==> src/rtl/mac_dot_accum_pkg.sv <==
// Shared definitions for the MAC dot-product accumulator: FSM encoding and
// default widths shared with the MAC and its bench.
package mac_dot_accum_pkg;

    typedef enum logic {
        ST_IDLE  = 1'b0,
        ST_ACCUM = 1'b1
    } state_e;

    localparam int DEF_DW  = 8;
    localparam int DEF_AW  = 20;
    localparam int DEF_LEN = 4;

endpackage

==> src/rtl/mac_sat_add.sv <==
// Unsigned saturating adder: clamps to all-ones when the carry out is set.
module mac_sat_add #(
    parameter int AW = 20
) (
    input  logic [AW-1:0] a,
    input  logic [AW-1:0] b,
    output logic [AW-1:0] sum,
    output logic          sat
);

    logic [AW:0] raw;

    assign raw = {1'b0, a} + {1'b0, b};
    assign sat = raw[AW];
    assign sum = raw[AW] ? {AW{1'b1}} : raw[AW-1:0];

endmodule

==> src/rtl/mac_dot_accum.sv <==
// Sums LEN consecutive MAC terms into one saturated dot-product result, held
// in an output register behind a valid/ready handshake.
module mac_dot_accum
    import mac_dot_accum_pkg::*;
#(
    parameter int DW  = DEF_DW,
    parameter int AW  = DEF_AW,
    parameter int LEN = DEF_LEN
) (
    input  logic          clk,
    input  logic          rst,
    input  logic          clr,
    input  logic          in_valid,
    output logic          in_ready,
    input  logic [DW-1:0] m_data,
    output logic          acc_valid,
    input  logic          acc_ready,
    output logic [AW-1:0] acc_data,
    output logic          acc_ovf
);

    localparam int CW = $clog2(LEN) + 1;

    state_e        state, state_nx;
    logic [CW-1:0] cnt;
    logic [AW-1:0] sum;
    logic          ovf;

    logic          beat, take, last, emit, step;
    logic [CW-1:0] cnt_inc;
    logic [AW-1:0] add_a, add_sum;
    logic          add_sat;

    assign in_ready = !acc_valid || acc_ready;
    assign beat     = in_valid && in_ready;
    assign take     = acc_valid && acc_ready;
    assign cnt_inc  = cnt + 1'b1;
    assign last     = (cnt_inc == CW'(LEN));

    // IDLE always starts from zero, so the first beat is a plain load.
    assign add_a = (state == ST_ACCUM) ? sum : '0;

    mac_sat_add #(.AW(AW)) u_add (
        .a   (add_a),
        .b   (AW'(m_data)),
        .sum (add_sum),
        .sat (add_sat)
    );

    always_ff @(posedge clk or posedge rst) begin
        if (rst) state <= ST_IDLE;
        else     state <= state_nx;
    end

    always_comb begin
        state_nx = state;
        if (clr)
            state_nx = ST_IDLE;
        else if (beat)
            state_nx = last ? ST_IDLE : ST_ACCUM;
    end

    // A beat coinciding with clr is consumed but contributes nothing.
    always_comb begin
        emit = 1'b0;
        step = 1'b0;
        if (!clr && beat) begin
            emit = last;
            step = !last;
        end
    end

    always_ff @(posedge clk or posedge rst) begin
        if (rst) begin
            cnt <= '0;
            sum <= '0;
            ovf <= 1'b0;
        end else if (clr || emit) begin
            cnt <= '0;
            sum <= '0;
            ovf <= 1'b0;
        end else if (step) begin
            cnt <= cnt_inc;
            sum <= add_sum;
            ovf <= ovf || add_sat;
        end
    end

    // Held result is independent of clr; only reset or a take releases it.
    always_ff @(posedge clk or posedge rst) begin
        if (rst) begin
            acc_valid <= 1'b0;
            acc_data  <= '0;
            acc_ovf   <= 1'b0;
        end else if (emit) begin
            acc_valid <= 1'b1;
            acc_data  <= add_sum;
            acc_ovf   <= ovf || add_sat;
        end else if (take) begin
            acc_valid <= 1'b0;
        end
    end

endmodule

==> config.mk <==
export PLATFORM = sky130hd
export DESIGN_NAME = mac_dot_accum
export DESIGN_NICKNAME = d
export VERILOG_FILES = /design/src/rtl/mac_dot_accum_pkg.sv /design/src/rtl/mac_sat_add.sv /design/src/rtl/mac_dot_accum.sv
export SDC_FILE = /design/constraint.sdc
export NUM_CORES = 1
export LEC_CHECK = 0
export ABC_AREA = 1
export BUFFER_PORTS_ARGS = -buffer_cell sky130_fd_sc_hd__buf_2
export CAP_MARGIN = 0
export CORE_MARGIN = 10
export CORE_UTILIZATION = 60
export DETAILED_ROUTE_END_ITERATION = 12
export HOLD_SLACK_MARGIN = 0.02
export PLACE_DENSITY = 0.82
export SLEW_MARGIN = 30
export SYNTH_ARGS = -nofsm -noshare
export SYNTH_HDL_FRONTEND = slang
export SYNTH_SLANG_ARGS = --single-unit
==> constraint.sdc <==
create_clock -name clk -period 4.99 [get_ports clk]
set_clock_uncertainty 0.05 [all_clocks]
set_input_delay 0 -clock clk [delete_from_list [all_inputs] [get_ports clk]]
set_output_delay 0 -clock clk [all_outputs]
set_load 0.01 [all_outputs]
==> out/results.ini <==
[routing]
initialDrtViolationCount = 229
finalWirelength_mm = 7.642
vias_per_cell = 5.219
route.detailed.wl_per_inst_um = 14.18
drc = 0
antenna_left = 0
detailedRoute.firstPassIterationCount = 5
via_count = 2813

[sta]
holdWs_ns = 0.05738
highest_clock_frequency_the_design_can_meet_ghz = 0.3323
timing.slew.headroom_pct = 38.72
final-hold-violation-count = 0
finalSetupTns_ns = 0
layout_min_cycle_time_ns = 3.009
final-max-slew-violation-count = 0
post_route_fraction_of_the_period_consumed_by_the_critical_path_pct = 60.31
setup_violations = 0
worstMarginPinSlew_ns = 0.9192
rsz_0062_raised_after_global_routing = no

[synth]
synth_seq_area_share_pct = 39.09
synth_area_um2 = 3009
synth_top_area_cell = sky130_fd_sc_hd__dfrtp_1
synth_cells = 435
synth_top_cells_by_count = sky130_fd_sc_hd__nand2_1 (185), sky130_fd_sc_hd__inv_1 (56), sky130_fd_sc_hd__dfrtp_1 (47), sky130_fd_sc_hd__nor2_1 (31), sky130_fd_sc_hd__nand3_1 (29)
synth_enable_flop_cells = 0
synth_ff_type = sky130_fd_sc_hd__dfrtp_1
synth_seq_cells = 47
yosysMostFrequentCell = sky130_fd_sc_hd__nand2_1
synthesis.nets = 459
netlist.area_leader.share_pct = 39.09
post_synth_num_cell_types = 32
ys_warn_count = 0
netlist_top_cells_area = sky130_fd_sc_hd__dfrtp_1 (39%), sky130_fd_sc_hd__nand2_1 (23%), sky130_fd_sc_hd__inv_1 (7.0%)
synth.avg_cell_area_um2 = 6.918
synth_async_sr_flop_share_pct = 100.0

[cts]
clock_insertion_delay_at_the_later_pin_of_the_skew_report_ns = 0.31
postCtsSetupRepairBufs = 0
clock-root-buffer = sky130_fd_sc_hd__clkbuf_8
cts_max_path_buffers = 2
htreeDepth = 2
cts_sinks = 47
clk_transition_reported_paths_ns = 0.09
tritoncts.num_buffers = 5
tritoncts_clock_tree = done

[place]
place.gp.congestion = 0.9726
post_dp_cell_area_um2 = 3203
placement.io_buffers = 35
placed_cells = 527
place.detailed.hpwl_mm = 5.688

[setup_path]
timing.critical_path.slowest_cell_delay_ns = 0.96
worst-endpoint-required_ns = 5.14
cp_slowest_cell = sky130_fd_sc_hd__dfrtp_1
crit_path_cell_trace = nand2_1 > inv_1 > ha_1 > or2_2 > nand3_2 > nand2_2 > nand2_2 > inv_2 > nand2_2 > o21ai_0 > nand2_1 > nand2_1
path_class = reg2reg
worst_path_max_fanout = 26
timing.critical_path.to_type = register
worstSetupStartpointType = register
cp_data_arrival_time_ns = 3.16

[layout]
areaGrowthSynthToFinish_pct = 11.64
stdcell_count = 539
final_net_count = 495
post_route_cells_drive_above_1_share_pct = 14.83
antenna-diode-count = 0
design_area_um2 = 3359

[grt]
grt-ovfl-total = 0
grt_pass1_vias = 2833
grt_antenna_before_repair = 0
grt_start_max_net_pins = 48
grt_first_pass_wirelength_mm = 13.10
overall_global_routing_usage_pct = 19.06

[pwr]
cellLeakagePower_uw = 0.002015
power-per-cell-area_nw_per_um2 = 230.7
ir_worst_vdd_mv = 0.1911

[die]
row_count = 25
dieArea_um2 = 8248
die_width_um = 90.82
floorplan.die.height_um = 90.82
initial_core_utilization_pct = 62.88
core_area_um2 = 4786
io-pin-count = 36

[min_path]
hold_path_class = in2reg

[run_status]
outcome = completed

[run]
drv_cap = 0

critical path, delay by kind of cell, from the launching register on:
| family | cells | cell delay [ns] |
|---|---|---|
| AND/OR/NAND/NOR | 8 | 1.25 |
| adder cells (fa/ha/maj) | 1 | 0.26 |
| flip-flops | 1 | 0.96 |
| AO/OA/AOI/OAI | 1 | 0.20 |
| buffers and inverters | 2 | 0.15 |
registers in the layout, indices dropped and copies added (netlist names):
register / cells
acc_valid: 1
acc_data: 20
acc_ovf: 1
sum: 20
state: 1
cnt: 3
ovf: 1
cells in the final DEF, fill, tap and decap left out, types with 2 or more instances in the layout:
cell type and n:
sky130_fd_sc_hd__nand2_1 185, sky130_fd_sc_hd__inv_1 55, sky130_fd_sc_hd__dfrtp_1 47, sky130_fd_sc_hd__buf_2 35, sky130_fd_sc_hd__nor2_1 31, sky130_fd_sc_hd__nand3_1 29, sky130_fd_sc_hd__o21ai_0 14, sky130_fd_sc_hd__ha_1 10
sky130_fd_sc_hd__nand3_2 9, sky130_fd_sc_hd__nand2_2 8, sky130_fd_sc_hd__nand4_1 7, sky130_fd_sc_hd__clkbuf_8 5, sky130_fd_sc_hd__xor2_1 4, sky130_fd_sc_hd__dlygate4sd3_1 4, sky130_fd_sc_hd__nand3b_1 3, sky130_fd_sc_hd__buf_4 3
sky130_fd_sc_hd__nor2_2 2, sky130_fd_sc_hd__a21oi_1 2, sky130_fd_sc_hd__o21bai_1 2
through the flow:
stage          worst slack (ns)  total power (µW)  util, %
3_3_place_gp              2.147             489.2    66.93
4_1_cts                   2.026             782.5    70.17
5_1_grt                   1.742             811.8    70.20
2_1_floorplan             2.486             465.1        -
6_report                  1.981             775.0    70.20
3_5_place_dp              2.052             490.8    66.93
power by group:
group | internal (µW) | switching, µW
sequential | 392 | 11.8
clock | 151 | 137
combinational | 28.9 | 54.3
total | 572 | 203
what timing repair did:
item                                    in CTS  in global routing
endpoints found under the setup margin       0                  0
hold buffers                                 4                  0
hold endpoints to repair                    49                  0
resized for setup                            0                  0
worst paths after layout:
| path | startpoint | end | slack [ns] | depth (start not counted) |
|---|---|---|---|---|
| max reg2reg | state | acc_data[2] | 1.98 | 12 |
| min in group asynchronous | rst | cnt[0] | 0.32 | 3 |
| max | state | acc_data[2] | 1.98 | 12 |
| min | m_data[0] | acc_data[0] | 0.06 | 4 |
| min reg2reg | acc_data[17] | acc_data[17] | 0.43 | 2 |
| max in group asynchronous | rst | sum[4] | 4.10 | 3 |
kinds of logic after synthesis:
kind of cell	share of synthesized area, %
AND/OR/NAND/NOR	40.25
flip-flops	39.09
adder cells (fa/ha/maj)	4.823
buffers and inverters	10.02
XOR/XNOR	1.455
AO/OA/AOI/OAI	4.366
cell type report:
class | instances | area [µm²]
tap | 67 | 83.83
multi-input combinational | 318 | 1531
inverter | 57 | 215.2
clock buffer | 5 | 68.82
timing repair buffer | 42 | 237.7
fill | 421 | 1426
clock inverter | 3 | 46.29
sequential | 47 | 1176
per-layer routing:
layer | vias up | part of all wire, % | track usage [%]
li1 | 1415 | - | -
met2 | 93 | 48 | 31.31
met5 | - | 0 | 0
met1 | 1295 | 45 | 24.23
met3 | 10 | 5.6 | 4.406
met4 | 0 | 1.1 | 5.744
(Power assumes the default switching activity.)
